[src/rtl/dcm_pkg.sv]
// ----------------------------------------------------------------------------
// dcm_pkg
// Shared definitions for the programmable clock generator and its mode
// controller: mode width, the top mode value and the controller FSM states.
// ----------------------------------------------------------------------------
package dcm_pkg;

   localparam int               PROG_W   = 3;
   localparam logic [PROG_W-1:0] PROG_MAX = 3'd7;

   typedef enum logic [1:0] {
      ST_IDLE    = 2'd0,
      ST_ISSUE   = 2'd1,
      ST_CONFIRM = 2'd2
   } state_t;

endpackage

[src/rtl/dcm_prog_ctrl_if.sv]
// ----------------------------------------------------------------------------
// dcm_prog_ctrl_if
// Programming link between the mode controller and the clock generator.
//   update   : one-cycle pulse asking the generator to latch prog_sel
//   prog_sel : mode presented to the generator's prog_in
//   prog_fb  : generator's prog_out, the mode it is actually running
// master = controller side, slave = generator side.
// ----------------------------------------------------------------------------
interface dcm_prog_ctrl_if;
   import dcm_pkg::*;

   logic              update;
   logic [PROG_W-1:0] prog_sel;
   logic [PROG_W-1:0] prog_fb;

   modport master (output update, output prog_sel, input prog_fb);
   modport slave  (input update, input prog_sel, output prog_fb);

endinterface

[src/rtl/ctrl_edge_det.sv]
// ----------------------------------------------------------------------------
// ctrl_edge_det
// Rising-edge detector for a synchronous level.
//   clock : system clock
//   reset : asynchronous, active-low
//   din   : level input
//   rise  : high for the cycle in which din is 1 and was 0 at the last edge
// The history flop resets to 1 so a level already high when reset is
// released is not seen as a new event.
// ----------------------------------------------------------------------------
module ctrl_edge_det (
   input  logic clock,
   input  logic reset,
   input  logic din,
   output logic rise
);

   logic prev;

   always_ff @(posedge clock or negedge reset) begin
      if (!reset) prev <= 1'b1;
      else        prev <= din;
   end

   assign rise = din & ~prev;

endmodule

[src/rtl/dcm_prog_ctrl.sv]
// ----------------------------------------------------------------------------
// dcm_prog_ctrl
// Selects the divider mode of the programmable clock generator. Button,
// load and auto-sweep events become single update pulses; each change is
// confirmed against the generator feedback, re-issued on timeout and flagged
// in err when it keeps failing.
//   clock, reset      : system clock, asynchronous active-low reset
//   btn_up / btn_down : rising edge requests mode +1 / -1 (saturating)
//   load, load_val    : rising edge requests mode = load_val
//   auto_en, tick_in  : auto-sweep enable and the generator's slow tick
//   gen               : update / prog_sel / prog_fb link to the generator
//   cur_prog          : last confirmed mode
//   busy              : request in flight
//   err               : sticky confirm-failure flag
// ----------------------------------------------------------------------------
module dcm_prog_ctrl
   import dcm_pkg::*;
#(
   parameter int AUTO_TICKS      = 8,
   parameter int CONFIRM_TIMEOUT = 4,
   parameter int MAX_RETRY       = 2
) (
   input  logic              clock,
   input  logic              reset,
   input  logic              btn_up,
   input  logic              btn_down,
   input  logic              load,
   input  logic [PROG_W-1:0] load_val,
   input  logic              auto_en,
   input  logic              tick_in,
   dcm_prog_ctrl_if.master   gen,
   output logic [PROG_W-1:0] cur_prog,
   output logic              busy,
   output logic              err
);

   localparam logic [7:0] AUTO_LAST = 8'(AUTO_TICKS - 1);
   localparam logic [3:0] TMO_LAST  = 4'(CONFIRM_TIMEOUT - 1);
   localparam logic [1:0] RETRY_MAX = 2'(MAX_RETRY);

   function automatic logic [PROG_W-1:0] sat_inc(input logic [PROG_W-1:0] v);
      return (v == PROG_MAX) ? v : v + 3'd1;
   endfunction

   function automatic logic [PROG_W-1:0] sat_dec(input logic [PROG_W-1:0] v);
      return (v == '0) ? v : v - 3'd1;
   endfunction

   logic up_ev, dn_ev, ld_ev, tk_ev;

   ctrl_edge_det u_ed_up   (.clock(clock), .reset(reset), .din(btn_up),   .rise(up_ev));
   ctrl_edge_det u_ed_down (.clock(clock), .reset(reset), .din(btn_down), .rise(dn_ev));
   ctrl_edge_det u_ed_load (.clock(clock), .reset(reset), .din(load),     .rise(ld_ev));
   ctrl_edge_det u_ed_tick (.clock(clock), .reset(reset), .din(tick_in),  .rise(tk_ev));

   state_t            state_q, state_d;
   logic [PROG_W-1:0] prog_sel_q, prog_sel_d;
   logic [PROG_W-1:0] cur_q, cur_d;
   logic              err_q, err_d;
   logic              upd_q, busy_q;
   logic [1:0]        retry_q, retry_d;
   logic [3:0]        timer_q, timer_d;
   logic              from_load_q, from_load_d;
   logic [7:0]        auto_cnt_q;
   logic              auto_pend_q;
   logic              auto_take;
   logic              req_vld, req_load;
   logic [PROG_W-1:0] target;

   // Auto-sweep: counts ticks in every state; a pending step waits for IDLE.
   // A new step reached in the same cycle as the old one is taken wins.
   always_ff @(posedge clock or negedge reset) begin
      if (!reset) begin
         auto_cnt_q  <= '0;
         auto_pend_q <= 1'b0;
      end else if (!auto_en) begin
         auto_cnt_q  <= '0;
         auto_pend_q <= 1'b0;
      end else begin
         if (tk_ev && auto_cnt_q == AUTO_LAST) begin
            auto_cnt_q  <= '0;
            auto_pend_q <= 1'b1;
         end else begin
            if (tk_ev) auto_cnt_q <= auto_cnt_q + 8'd1;
            if (auto_take) auto_pend_q <= 1'b0;
         end
      end
   end

   always_ff @(posedge clock or negedge reset) begin
      if (!reset) state_q <= ST_IDLE;
      else        state_q <= state_d;
   end

   always_comb begin
      state_d     = state_q;
      prog_sel_d  = prog_sel_q;
      cur_d       = cur_q;
      err_d       = err_q;
      retry_d     = retry_q;
      timer_d     = timer_q;
      from_load_d = from_load_q;
      auto_take   = 1'b0;
      req_vld     = 1'b0;
      req_load    = 1'b0;
      target      = cur_q;
      case (state_q)
         ST_IDLE: begin
            if (ld_ev) begin
               target   = load_val;
               req_vld  = 1'b1;
               req_load = 1'b1;
            end else if (up_ev) begin
               target  = sat_inc(cur_q);
               req_vld = 1'b1;
            end else if (dn_ev) begin
               target  = sat_dec(cur_q);
               req_vld = 1'b1;
            end else if (auto_pend_q) begin
               target    = cur_q + 3'd1;
               req_vld   = 1'b1;
               auto_take = 1'b1;
            end
            // Re-loading the running mode is how an operator acknowledges err.
            if (req_load && target == cur_q) err_d = 1'b0;
            if (req_vld && target != cur_q) begin
               prog_sel_d  = target;
               retry_d     = '0;
               from_load_d = req_load;
               state_d     = ST_ISSUE;
            end
         end
         ST_ISSUE: begin
            timer_d = '0;
            state_d = ST_CONFIRM;
         end
         ST_CONFIRM: begin
            if (gen.prog_fb == prog_sel_q) begin
               cur_d = prog_sel_q;
               if (from_load_q) err_d = 1'b0;
               state_d = ST_IDLE;
            end else if (timer_q == TMO_LAST) begin
               if (retry_q < RETRY_MAX) begin
                  retry_d = retry_q + 2'd1;
                  state_d = ST_ISSUE;
               end else begin
                  // Give up and track whatever the generator is really running.
                  err_d   = 1'b1;
                  cur_d   = gen.prog_fb;
                  state_d = ST_IDLE;
               end
            end else begin
               timer_d = timer_q + 4'd1;
            end
         end
         default: state_d = ST_IDLE;
      endcase
   end

   // update/busy are flops decoded from the next state so they are glitch-free
   // and line up exactly with the ISSUE / ISSUE+CONFIRM cycles.
   always_ff @(posedge clock or negedge reset) begin
      if (!reset) begin
         prog_sel_q  <= '0;
         cur_q       <= '0;
         err_q       <= 1'b0;
         retry_q     <= '0;
         timer_q     <= '0;
         from_load_q <= 1'b0;
         upd_q       <= 1'b0;
         busy_q      <= 1'b0;
      end else begin
         prog_sel_q  <= prog_sel_d;
         cur_q       <= cur_d;
         err_q       <= err_d;
         retry_q     <= retry_d;
         timer_q     <= timer_d;
         from_load_q <= from_load_d;
         upd_q       <= (state_d == ST_ISSUE);
         busy_q      <= (state_d != ST_IDLE);
      end
   end

   assign gen.update   = upd_q;
   assign gen.prog_sel = prog_sel_q;
   assign cur_prog     = cur_q;
   assign busy         = busy_q;
   assign err          = err_q;

endmodule

[src/flat_wrapper.sv]
// flat-port wrapper written by rule: the top's interface ports become plain ports
module dcm_prog_ctrl_flat import dcm_pkg::*;
#(
   parameter int AUTO_TICKS      = 8,
   parameter int CONFIRM_TIMEOUT = 4,
   parameter int MAX_RETRY       = 2
)
  (clock, reset, btn_up, btn_down, load, load_val, auto_en, tick_in, cur_prog, busy, err, gen_update, gen_prog_sel, gen_prog_fb);
  dcm_prog_ctrl_if gen_i ();
  input  logic clock;
  input  logic reset;
  input  logic btn_up;
  input  logic btn_down;
  input  logic load;
  input  logic [PROG_W-1:0] load_val;
  input  logic auto_en;
  input  logic tick_in;
  output logic [PROG_W-1:0] cur_prog;
  output logic busy;
  output logic err;
  output wire logic [$bits(gen_i.update)-1:0] gen_update;
  output wire logic [$bits(gen_i.prog_sel)-1:0] gen_prog_sel;
  input wire logic [$bits(gen_i.prog_fb)-1:0] gen_prog_fb;
  assign gen_update = gen_i.update;
  assign gen_prog_sel = gen_i.prog_sel;
  assign gen_i.prog_fb = gen_prog_fb;
  dcm_prog_ctrl #(.AUTO_TICKS(AUTO_TICKS), .CONFIRM_TIMEOUT(CONFIRM_TIMEOUT), .MAX_RETRY(MAX_RETRY)) u_core (.clock(clock), .reset(reset), .btn_up(btn_up), .btn_down(btn_down), .load(load), .load_val(load_val), .auto_en(auto_en), .tick_in(tick_in), .gen(gen_i), .cur_prog(cur_prog), .busy(busy), .err(err));
endmodule
[config.mk]
export PLATFORM = sky130hd
export DESIGN_NAME = dcm_prog_ctrl_flat
export DESIGN_NICKNAME = d
export VERILOG_FILES = /design/src/rtl/dcm_pkg.sv /design/src/rtl/dcm_prog_ctrl_if.sv /design/src/rtl/ctrl_edge_det.sv /design/src/rtl/dcm_prog_ctrl.sv /design/src/flat_wrapper.sv
export SDC_FILE = /design/constraint.sdc
export NUM_CORES = 1
export LEC_CHECK = 0
export BUFFER_PORTS_ARGS = -buffer_cell sky130_fd_sc_hd__buf_2
export CAP_MARGIN = 30
export CORE_ASPECT_RATIO = 0.9
export CORE_MARGIN = 5
export CORE_UTILIZATION = 53
export DETAILED_ROUTE_END_ITERATION = 12
export GPL_TIMING_DRIVEN = 0
export HOLD_SLACK_MARGIN = 0.1
export PLACE_DENSITY_LB_ADDON = 0.1
export REMOVE_ABC_BUFFERS = 1
export SETUP_SLACK_MARGIN = 0.3
export SLEW_MARGIN = 10
export SYNTH_ARGS = -nofsm -noshare
export SYNTH_HDL_FRONTEND = slang
export SYNTH_SLANG_ARGS = --single-unit
[constraint.sdc]
create_clock -name clock -period 2.7 [get_ports clock]
set_input_delay 0.27 -clock clock [delete_from_list [all_inputs] [get_ports clock]]
set_output_delay 0.27 -clock clock [all_outputs]
set_load 0.03 [all_outputs]
==> results.py, run 1 <==
metrics = {
    "status": {
        "outcome": "complete, no violations",
    },
    "setup_path": {
        "crit_arrival_ns": 2.38,
        "crit_required_ns": 2.86,
        "crit_family": "compound AO/OA/AOI/OAI gates",
        "sum_of_buffers_and_inverters_on_the_critical_path": 1,
        "critPathSlowestCell": "sky130_fd_sc_hd__dfrtp_1",
        "worstSetupPathType": "flip-flop to flip-flop",
        "cell_chain_critical_path": "ha_1, inv_1, ha_1, nand2_1, o211ai_1, a311o_1, and4_4, mux2_4",
        "worst_setup_path_start_kind": "flip-flop",
        "cp.depth": 8,
        "setup.reg_to_reg.worst_slack_ns": 0.48,
        "crit_top_cell": "sky130_fd_sc_hd__ha_1",
        "worst_setup_path_end_kind": "flip-flop",
        "worst_r2r_path_depth": 8,
        "delay_of_the_slowest_critical_path_stage_ns": 0.47,
        "critical_path_peak_fanout": 9,
    },
    "clock_network": {
        "ctsHtreeMaxLevel": 2,
        "worstSkewPairLatency_ns": 0.28,
        "numClockSinks": 31,
        "cts.path.max_buffers": 2,
        "cts_tree": "built",
        "numCtsBuffers": 5,
        "clk_transition_reported_paths_ns": 0.06,
        "postCtsSetupRepairBufs": 0,
        "cts_root_buf": "sky130_fd_sc_hd__clkbuf_8",
    },
    "timing": {
        "final.setup_skew_ns": 0.006127,
        "tightest_slew_ns": 0.6703,
        "final_worst_path_cycle_share_pct": 82.10,
        "worst_slew_margin_rel_pct": 55.31,
        "final_period_minus_worst_setup_slack_ns": 2.217,
        "hold_violations": 0,
        "max_freq_ghz": 0.4511,
        "slew_violations": 0,
        "totalNegativeSetupSlack_ns": 0,
        "final_setup_violations": 0,
        "postLayoutSetupSlackWorst_ns": 0.4833,
        "rsz_0062_raised_after_global_routing": "false",
    },
    "pwr": {
        "p_per_area_nw_per_um2": 919.3,
        "vdd.ir_drop.worst_mv": 0.3763,
        "cellLeakagePower_uw": 0.0009632,
    },
    "route": {
        "initialDrtViolationCount": 96,
        "avgRoutedWirePerCell_um": 14.39,
        "vias_per_cell": 5.672,
        "detailedRoute.firstPassIterationCount": 4,
        "drcViolationCount": 0,
        "route.antenna.remaining_nets": 0,
        "wirelength_um": 3814,
        "route.vias.total": 1503,
    },
    "die": {
        "io_pins": 22,
        "dieHeight_um": 67.54,
        "initial_utilization_pct": 56.45,
        "fp-row-count": 20,
        "design.die.area_um2": 4993,
        "chipWidth_um": 73.93,
        "design.core.area_um2": 3453,
    },
    "logic_synthesis": {
        "number_of_enable_type_register_cells_in_the_synthesized_netlist": 0,
        "post_synth_and_or_nand_nor_area_fraction_pct": 22.02,
        "synth-adder-area-share_pct": 6.418,
        "syn_avg_cell_area_um2": 9.997,
        "synth_top_cell_area_share_pct": 34.66,
        "synth_async_sr_flop_share_pct": 100.0,
        "synth_top_cell_by_area": "sky130_fd_sc_hd__dfrtp_1",
        "yosysSeqAreaShare_pct": 40.05,
        "syn_inst": 195,
        "mappedNetlistArea_um2": 1949,
        "synthXorXnorAreaFrac_pct": 6.739,
        "synth_ff_type": "sky130_fd_sc_hd__dfrtp_1",
        "biggest_area_contributors_in_the_synthesized_netlist": "sky130_fd_sc_hd__dfrtp_1 35%, sky130_fd_sc_hd__ha_1 6.4%, sky130_fd_sc_hd__xnor2_1 5.8%, sky130_fd_sc_hd__dfstp_2 5.4%, sky130_fd_sc_hd__nand2_1 3.5%",
        "muxShareOfSynthArea_pct": 5.071,
        "synthDistinctLibCells": 56,
        "main_combinational_cell_family_by_area_after_synthesis": "simple AND/OR/NAND/NOR gates",
        "synth-compound-area-share_pct": 15.21,
        "synth_seq_cells": 31,
        "synth-warning-count": 0,
    },
    "placement": {
        "gp_routability_congestion": 0.8493,
        "placement.cell_area_um2": 2071,
        "placed_cells": 255,
        "io_buffers": 21,
        "detailed_place_hpwl_um": 2882,
        "post_place_worst_slack_ns": 0.2641,
    },
    "worst_hold_path": {
        "worst_hold_path_type": "primary input to flip-flop",
        "hold_depth": 1,
    },
    "grt": {
        "wire_length_of_the_first_global_routing_pass_um": 6782,
        "grt_antenna_before_repair": 0,
        "first_global_vias": 1507,
        "grt_util_all_layers_pct": 17.57,
        "grt_max_degree": 32,
        "grt_overflow_total": 0,
    },
    "cells_and_area": {
        "area_growth_pct": 12.45,
        "layout_cell_share_with_drive_strength_beyond_1_pct": 23.53,
        "instances_no_fill": 265,
        "antenna_cells": 0,
        "fillers": 287,
        "post-route-cell-area_um2": 2192,
        "final-seq-area_um2": 782.0,
        "multiInputGateArea_um2": 1092,
        "layout.core_utilization_pct": 63.48,
        "nNetsFinal": 243,
    },
    "job": {
        "max_cap_violations": 0,
    },
}
==> cell usage after synthesis, types with 2 or more instances <==
master and number:
sky130_fd_sc_hd__ha_1 10, sky130_fd_sc_hd__nand2_1 18, sky130_fd_sc_hd__o211ai_1 2, sky130_fd_sc_hd__a31oi_1 3, sky130_fd_sc_hd__mux2_2 3, sky130_fd_sc_hd__nand2b_1 3
sky130_fd_sc_hd__nand4_1 4, sky130_fd_sc_hd__nand3_1 12, sky130_fd_sc_hd__o22ai_1 2, sky130_fd_sc_hd__nor3b_1 2, sky130_fd_sc_hd__buf_6 2, sky130_fd_sc_hd__a31oi_4 2
sky130_fd_sc_hd__inv_1 12, sky130_fd_sc_hd__xor2_1 2, sky130_fd_sc_hd__and2_1 2, sky130_fd_sc_hd__and4_1 2, sky130_fd_sc_hd__nor2b_1 3, sky130_fd_sc_hd__o21ai_0 8
sky130_fd_sc_hd__nor2_1 13, sky130_fd_sc_hd__dfrtp_1 27, sky130_fd_sc_hd__a21oi_1 4, sky130_fd_sc_hd__a311oi_1 2, sky130_fd_sc_hd__mux2i_1 5, sky130_fd_sc_hd__xnor2_1 13
sky130_fd_sc_hd__nand3b_1 2, sky130_fd_sc_hd__dfstp_2 4, sky130_fd_sc_hd__nor3_1 4
==> logic make-up (layout without fill, tap and decap cells) <==
| group | Yosys count | after routing |
|---|---|---|
| AND/OR/NAND/NOR | 76 | 76 |
| buffers and inverters | 18 | 44 |
| adder cells (fa/ha/maj) | 10 | 10 |
| multiplexers | 9 | 9 |
| flip-flops | 31 | 31 |
| XOR/XNOR | 15 | 15 |
| AO/OA/AOI/OAI | 36 | 36 |
==> flip-flops by register name, indices dropped and copies added (netlist names), 2 cells and up <==
signal,flops
u_core.timer_q,4
u_core.state_q,2
u_core.cur_prog,3
u_core.auto_cnt_q,8
u_core.retry_q,2
u_core.gen.prog_sel,3
==> layer usage <==
layer,wire [µm],global-route usage (%)
met1,1714,22.35
met2,1913,29.76
met3,165,4.911
met4,21,3.846
met5,0,0
==> power by group <==
| group | internal (µW) | leakage (µW) | total, µW | switching, µW |
|---|---|---|---|---|
| Combinational | 394 | 0.000525 | 979 | 585 |
| Clock | 179 | 0.0000402 | 351 | 172 |
| Sequential | 569 | 0.000398 | 685 | 116 |
| Total | 1140 | 0.000963 | 2020 | 873 |
==> layout by cell type, fill, tap and decap left out, drive strengths merged, types with 8 or more instances in the layout <==
master  netlist  final
buf           4     21
dfrtp        27     27
ha           10     10
inv          13     13
nand2        18     18
nand3        12     12
nor2         13     13
o21ai         8      8
xnor2        13     13
==> worst reg2reg max path, cell delays in order, from the launching register on <==
cell and delay (ns):
sky130_fd_sc_hd__dfrtp_1 0.47, sky130_fd_sc_hd__ha_1 0.22, sky130_fd_sc_hd__inv_1 0.06, sky130_fd_sc_hd__ha_1 0.26
sky130_fd_sc_hd__nand2_1 0.07, sky130_fd_sc_hd__o211ai_1 0.16, sky130_fd_sc_hd__a311o_1 0.37, sky130_fd_sc_hd__and4_4 0.20
sky130_fd_sc_hd__mux2_4 0.30
==> worst paths after layout <==
kind                               startpoint                endpoint
min reg2reg                u_core.from_load_q      u_core.from_load_q
max                        u_core.cur_prog[0]  u_core.gen.prog_sel[1]
max in group asynchronous               reset      u_core.cur_prog[2]
max reg2reg                u_core.cur_prog[0]  u_core.gen.prog_sel[1]
min in group asynchronous               reset       u_core.timer_q[3]
min                                    btn_up     u_core.u_ed_up.prev
==> stage by stage <==
| step | hold slack [ns] | total power, µW |
|---|---|---|
| after floorplan | -0.02559 | 1411 |
| after global placement | 0.3413 | 1618 |
| after detailed placement | 0.3482 | 1646 |
| after CTS | 0.1017 | 2016 |
| after global routing | 0.1023 | 2185 |
| final | 0.1113 | 2015 |
==> layout make-up <==
class                   instances  share of cell area [%]
clock buffers                   5                   3.139
clock inverters                 3                  0.9132
well taps                      44                   2.511
repair buffers                 23                   5.708
flip-flops and latches         31                   35.67
inverters                      13                   2.226
multi-input cells             146                   49.83
==> timing repair <==
action / 4_1_cts / 5_1_grt
resized for setup: 2 / 2
hold buffers: 2 / 0
endpoints found under the setup margin: 2 / 3
gates cloned: 0 / 0
endpoints found under the hold margin: 28 / 0
(Power assumes the default switching activity.)
==> run 2: changes to the inputs <==
- ABC_AREA: unset -> 1
- clock period: 2.7 -> 2.32 ns (I/O delays scaled with it)
==> results.py, run 2 <==
metrics = {
    "logic_synthesis": {
        "syn_inst": 228,
        "post_synth_most_frequent_cells": "60 x sky130_fd_sc_hd__nand2_1, 33 x sky130_fd_sc_hd__inv_1, 27 x sky130_fd_sc_hd__dfrtp_1",
        "synth_top_cell_area_share_pct": 37.06,
        "synth_async_sr_flop_share_pct": 100.0,
        "synth-warning-count": 0,
        "synth_seq_cells": 31,
        "synth.most_common_cell": "sky130_fd_sc_hd__nand2_1",
        "biggest_area_contributors_in_the_synthesized_netlist": "sky130_fd_sc_hd__dfrtp_1 37%, sky130_fd_sc_hd__nand2_1 12%, sky130_fd_sc_hd__ha_1 6.9%, sky130_fd_sc_hd__inv_1 6.8%, sky130_fd_sc_hd__dfstp_2 5.8%",
        "mappedNetlistArea_um2": 1823,
        "synthDistinctLibCells": 36,
        "synth_top_cell_by_area": "sky130_fd_sc_hd__dfrtp_1",
        "number_of_enable_type_register_cells_in_the_synthesized_netlist": 0,
        "yosysSeqAreaShare_pct": 42.83,
        "syn_avg_cell_area_um2": 7.996,
        "synth_ff_type": "sky130_fd_sc_hd__dfrtp_1",
    },
    "worst_hold_path": {
        "worst_hold_path_type": "primary input to flip-flop",
        "hold_path_startpoint": "gen_prog_fb[0]",
    },
    "pwr": {
        "p_per_area_nw_per_um2": 1138,
        "p_total_uw": 2554,
        "vdd.ir_drop.worst_mv": 0.5797,
        "cellLeakagePower_uw": 0.001133,
    },
    "grt": {
        "grt_max_degree": 32,
        "wire_length_of_the_first_global_routing_pass_um": 6582,
        "grt_util_all_layers_pct": 17.68,
        "grt_overflow_total": 0,
        "grt_antenna_before_repair": 0,
        "first_global_vias": 1505,
    },
    "timing": {
        "rsz_0062_raised_after_global_routing": "true",
        "slew_violations": 0,
        "totalNegativeSetupSlack_ns": 0,
        "final_period_minus_worst_setup_slack_ns": 2.015,
        "max_freq_ghz": 0.4963,
        "hold_violations": 0,
        "final_worst_path_cycle_share_pct": 86.84,
        "final_setup_violations": 0,
        "tightest_slew_ns": 0.6947,
        "final.setup_skew_ns": 0.007250,
        "final.hold.worst_slack_ns": 0.1895,
        "worst_slew_margin_rel_pct": 53.69,
    },
    "clock_network": {
        "clk_transition_reported_paths_ns": 0.07,
        "cts_root_buf": "sky130_fd_sc_hd__clkbuf_8",
        "numClockSinks": 31,
        "ctsHtreeMaxLevel": 2,
        "cts_tree": "built",
        "numCtsBuffers": 5,
        "worstSkewPairLatency_ns": 0.29,
        "cts.path.max_buffers": 2,
    },
    "route": {
        "detailedRoute.firstPassIterationCount": 4,
        "avgRoutedWirePerCell_um": 12.49,
        "wirelength_um": 3898,
        "initialDrtViolationCount": 106,
        "drcViolationCount": 0,
        "vias_per_cell": 5.045,
        "route.vias.total": 1574,
        "route.antenna.remaining_nets": 0,
    },
    "cells_and_area": {
        "instances_no_fill": 312,
        "largest_register": "u_core.auto_cnt_q",
        "antenna_cells": 0,
        "most-common-layout-cells": "59 x sky130_fd_sc_hd__nand2_1, 30 x sky130_fd_sc_hd__inv_1, 24 x sky130_fd_sc_hd__dfrtp_1, 21 x sky130_fd_sc_hd__buf_2, 17 x sky130_fd_sc_hd__nand3_1",
        "number_of_flip_flops_in_the_largest_register": 8,
        "area_growth_pct": 23.06,
        "nNetsFinal": 290,
        "layout.core_utilization_pct": 66.90,
        "layout_cell_share_with_drive_strength_beyond_1_pct": 25.37,
        "mostFrequentLayoutCell": "sky130_fd_sc_hd__nand2_1",
        "largestRegisters": "u_core.auto_cnt_q x8, u_core.timer_q x4",
        "fillers": 287,
    },
    "setup_path": {
        "setup.reg_to_reg.worst_slack_ns": 0.31,
        "worst_setup_path_end_kind": "flip-flop",
        "worst_setup_path_startpoint": "u_core.cur_prog[1]",
        "crit_required_ns": 2.48,
        "worstReg2RegStart": "u_core.cur_prog[1]",
        "worst_setup_path_start_kind": "flip-flop",
        "worstSetupPathType": "flip-flop to flip-flop",
        "crit_arrival_ns": 2.18,
        "critical_path_peak_fanout": 5,
    },
    "placement": {
        "gp_routability_congestion": 0.7889,
        "detailed_place_hpwl_um": 2730,
        "placed_cells": 293,
        "io_buffers": 21,
    },
    "status": {
        "outcome": "complete, no violations",
    },
    "die": {
        "chipWidth_um": 71.82,
        "io_pins": 22,
        "initial_utilization_pct": 54.37,
        "dieHeight_um": 65.64,
        "design.die.area_um2": 4714,
        "design.core.area_um2": 3353,
        "fp-row-count": 20,
    },
    "job": {
        "max_cap_violations": 0,
    },
}
run 2: what timing repair did:
item                       CTS  global route
pin swaps                    0            11
hold endpoints to repair    31             0
resized for setup            2            18
setup endpoints to repair    3            14
setup buffers                1             4
gates cloned                 1             0
hold buffers                 5             0
run 2: layer usage:
| metal | part of all wire (%) | GRT usage (%) |
|---|---|---|
| met2 | 43 | 26.83 |
| met4 | 1.8 | 5.634 |
| met3 | 5.0 | 4.587 |
| met5 | 0 | 0 |
| met1 | 50 | 24.57 |
run 2: layout make-up:
type                    instances  area [µm²]  share of cell area, %
inverters                      35       138.9                  6.191
flip-flops and latches         31       784.5                  34.97
clock buffers                   5       68.82                  3.067
clock inverters                 3       15.01                 0.6693
well taps                      44       55.05                  2.454
multi-input cells             163       988.4                  44.06
repair buffers                 31       192.7                  8.589
run 2: metrics by stage:
step / cell area (µm²) / setup WS [ns]
final: 2243 / 0.3053
after global routing: 2243 / 0.1619
after CTS: 2133 / 0.3151
after detailed placement: 1983 / 0.2802
after global placement: 1983 / 0.3186
after floorplan: 1823 / 0.2917
run 2: logic make-up after synthesis:
| group | count (synthesis) | share of synthesized area (%) |
|---|---|---|
| AND/OR/NAND/NOR | 116 | 30.06 |
| buffers and inverters | 35 | 7.206 |
| flip-flops | 31 | 42.83 |
| AO/OA/AOI/OAI | 29 | 9.678 |
| adder cells (fa/ha/maj) | 10 | 6.863 |
| XOR/XNOR | 7 | 3.363 |
run 2: path summary, 6_finish.rpt:
check | end | cells after the start
max | u_core.gen.update | 15
min | u_core.cur_prog[0] | 3
max reg2reg | u_core.gen.update | 15
min reg2reg | u_core.retry_q[1] | 2
max in group asynchronous | u_core.cur_prog[0] | 2
min in group asynchronous | u_core.auto_cnt_q[3] | 2
run 2: worst max-delay path, stage by stage (launching register included):
cell and delay, ns:
sky130_fd_sc_hd__dfrtp_2 0.44, sky130_fd_sc_hd__ha_4 0.19, sky130_fd_sc_hd__inv_4 0.04, sky130_fd_sc_hd__ha_4 0.15
sky130_fd_sc_hd__o21ai_0 0.20, sky130_fd_sc_hd__inv_1 0.07, sky130_fd_sc_hd__nand2_1 0.09, sky130_fd_sc_hd__nand2_1 0.07
sky130_fd_sc_hd__nand2_1 0.06, sky130_fd_sc_hd__nand2_1 0.07, sky130_fd_sc_hd__nor2_2 0.12, sky130_fd_sc_hd__nand2_2 0.11
sky130_fd_sc_hd__nand2_4 0.09, sky130_fd_sc_hd__nand2_2 0.06, sky130_fd_sc_hd__nand2_2 0.08, sky130_fd_sc_hd__nor2_1 0.05
run 2: report_power, final:
group	internal (µW)	switching, µW
logic	496	851
clock network	205	204
registers	674	124
total	1370	1180
==> run 3: changes to the inputs <==
- CELL_PAD_IN_SITES_DETAIL_PLACEMENT: unset -> 1
- CELL_PAD_IN_SITES_GLOBAL_PLACEMENT: unset -> 1
- CORE_UTILIZATION: 53 -> 43
- clock period: 2.32 -> 2.23 ns (I/O delays scaled with it)
==> results.py, run 3 (synthesized netlist as in run 2, its figures left out) <==
metrics = {
    "pwr": {
        "p_per_area_nw_per_um2": 1254,
        "vdd.ir_drop.worst_mv": 0.8427,
        "cellLeakagePower_uw": 0.001191,
    },
    "setup_path": {
        "cell_chain_critical_path": "ha_4, inv_2, ha_4, nand3b_1, nand3_1, nand2_1, nand2_1, nand2_1, nand2_2, nor2_4, nand2_4, nand2_4, nand2_4, nand2_4, nor2_2",
        "critPathSlowestCell": "sky130_fd_sc_hd__dfrtp_2",
        "critical_path_peak_fanout": 5,
        "worst_setup_path_end_kind": "flip-flop",
        "worst_setup_path_start_kind": "flip-flop",
        "crit_arrival_ns": 2.23,
        "crit_top_cell": "sky130_fd_sc_hd__nand2_4",
        "crit_required_ns": 2.38,
        "worstSetupPathType": "flip-flop to flip-flop",
        "delay_of_the_slowest_critical_path_stage_ns": 0.44,
    },
    "clock_network": {
        "cts.path.max_buffers": 2,
        "ctsHtreeMaxLevel": 2,
        "numClockSinks": 31,
        "cts_tree": "built",
        "numCtsBuffers": 5,
        "clk_transition_reported_paths_ns": 0.07,
        "worstSkewPairLatency_ns": 0.28,
        "cts_root_buf": "sky130_fd_sc_hd__clkbuf_8",
    },
    "cells_and_area": {
        "mostFrequentLayoutCell": "sky130_fd_sc_hd__nand2_1",
        "antenna_cells": 0,
        "most-common-layout-cells": "51 x sky130_fd_sc_hd__nand2_1, 30 x sky130_fd_sc_hd__inv_1, 24 x sky130_fd_sc_hd__dfrtp_1, 21 x sky130_fd_sc_hd__buf_2, 17 x sky130_fd_sc_hd__nand3_1",
        "largestRegisters": "u_core.auto_cnt_q x8, u_core.timer_q x4",
        "number_of_flip_flops_in_the_largest_register": 8,
        "layout_cell_share_with_drive_strength_beyond_1_pct": 32.01,
        "nNetsFinal": 300,
        "largest_register": "u_core.auto_cnt_q",
        "area_growth_pct": 30.75,
        "fillers": 508,
        "final-seq-area_um2": 784.5,
        "multiInputGateArea_um2": 1050,
    },
    "route": {
        "route.vias.total": 1705,
        "initialDrtViolationCount": 79,
        "drcViolationCount": 0,
        "route.antenna.remaining_nets": 0,
        "detailedRoute.firstPassIterationCount": 4,
        "wirelength_um": 5168,
        "vias_per_cell": 5.230,
        "avgRoutedWirePerCell_um": 15.85,
    },
    "timing": {
        "postLayoutSetupSlackWorst_ns": 0.1485,
        "hold_violations": 0,
        "final_worst_path_cycle_share_pct": 93.34,
        "final.setup_skew_ns": 0.005766,
        "rsz_0062_raised_after_global_routing": "true",
        "slew_violations": 0,
        "tightest_slew_ns": 0.7051,
        "final_period_minus_worst_setup_slack_ns": 2.082,
        "final_setup_violations": 0,
        "max_freq_ghz": 0.4804,
        "worst_slew_margin_rel_pct": 53.00,
        "totalNegativeSetupSlack_ns": 0,
    },
    "die": {
        "design.core.area_um2": 4101,
        "chipWidth_um": 78.64,
        "io_pins": 22,
        "dieHeight_um": 71.77,
        "fp-row-count": 22,
        "initial_utilization_pct": 44.45,
        "design.die.area_um2": 5644,
    },
    "placement": {
        "post_place_worst_slack_ns": 0.1350,
        "gp_routability_congestion": 0.7909,
        "detailed_place_hpwl_um": 3188,
        "io_buffers": 21,
    },
    "grt": {
        "grt_antenna_before_repair": 0,
        "grt_max_degree": 32,
        "wire_length_of_the_first_global_routing_pass_um": 7714,
        "first_global_vias": 1693,
        "grt_overflow_total": 0,
        "grt_util_all_layers_pct": 17.07,
    },
    "status": {
        "outcome": "complete, no violations",
    },
    "job": {
        "max_cap_violations": 0,
    },
    "worst_hold_path": {
        "worst_hold_path_type": "primary input to flip-flop",
    },
}
## run 3: power breakdown
group | internal, µW | total (µW) | switching, µW
combinational | 639 | 1720 | 1080
sequential | 701 | 841 | 140
clock | 218 | 433 | 215
## run 3: per-layer routing
layer	routed length, µm	part of all wire (%)	GRT usage (%)	vias up
li1	-	-	-	833
met1	2347	45	22.50	836
met2	2597	50	28.28	32
met3	174	3.4	4.774	4
met4	48	0.93	3.107	0
met5	0	0	0	-
## run 3: timing repair
action | 4_1_cts | 5_1_grt
hold endpoints to repair | 31 | 0
endpoints found under the setup margin | 13 | 15
cloned | 1 | 0
hold buffers | 5 | 0
pin swaps | 3 | 17
buffers inserted | 3 | 12
resized for setup | 8 | 31
## run 3: final cells by class
class                      count  share of cell area, %
clock buffer                   6                  3.045
clock inverter                 2                 0.5249
inverter                      35                  5.722
multi-input combinational    163                  44.04
sequential                    31                  32.91
tap                           48                  2.520
timing repair buffer          41                  11.23
## run 3: through the flow
step | hold WS, ns | instance area [µm²] | power, µW | util [%] | std cells
CTS | 0.1933 | 2176 | 2625 | 53.05 | 314
finish | 0.2103 | 2384 | 2990 | 58.11 | 326
floorplan | -0.07259 | 1823 | 1734 | - | 228
global placement | 0.3174 | 1988 | 2039 | 48.47 | 297
global route | 0.1893 | 2384 | 3214 | 58.11 | 326
detailed placement | 0.3209 | 1988 | 2074 | 48.47 | 297
## run 3: final timing paths
path	startpoint	endpoint	slack (ns)	cells after the start
worst max-delay path	u_core.cur_prog[1]	u_core.gen.update	0.15	15
worst min-delay path	gen_prog_fb[0]	u_core.cur_prog[0]	0.21	3
worst max register to register	u_core.cur_prog[1]	u_core.gen.update	0.15	15
worst min register to register	u_core.retry_q[1]	u_core.retry_q[1]	0.48	2
max in group asynchronous	reset	u_core.cur_prog[0]	1.20	2
min in group asynchronous	reset	u_core.auto_cnt_q[7]	0.53	2
## run 3: worst max-delay path, delay by kind of cell (launching register included)
family                     cells  cell delay [ns]
adders and majority gates      2             0.41
buffers and inverters          1             0.04
DFF                            1             0.44
and+or+nand+nor               12             1.06
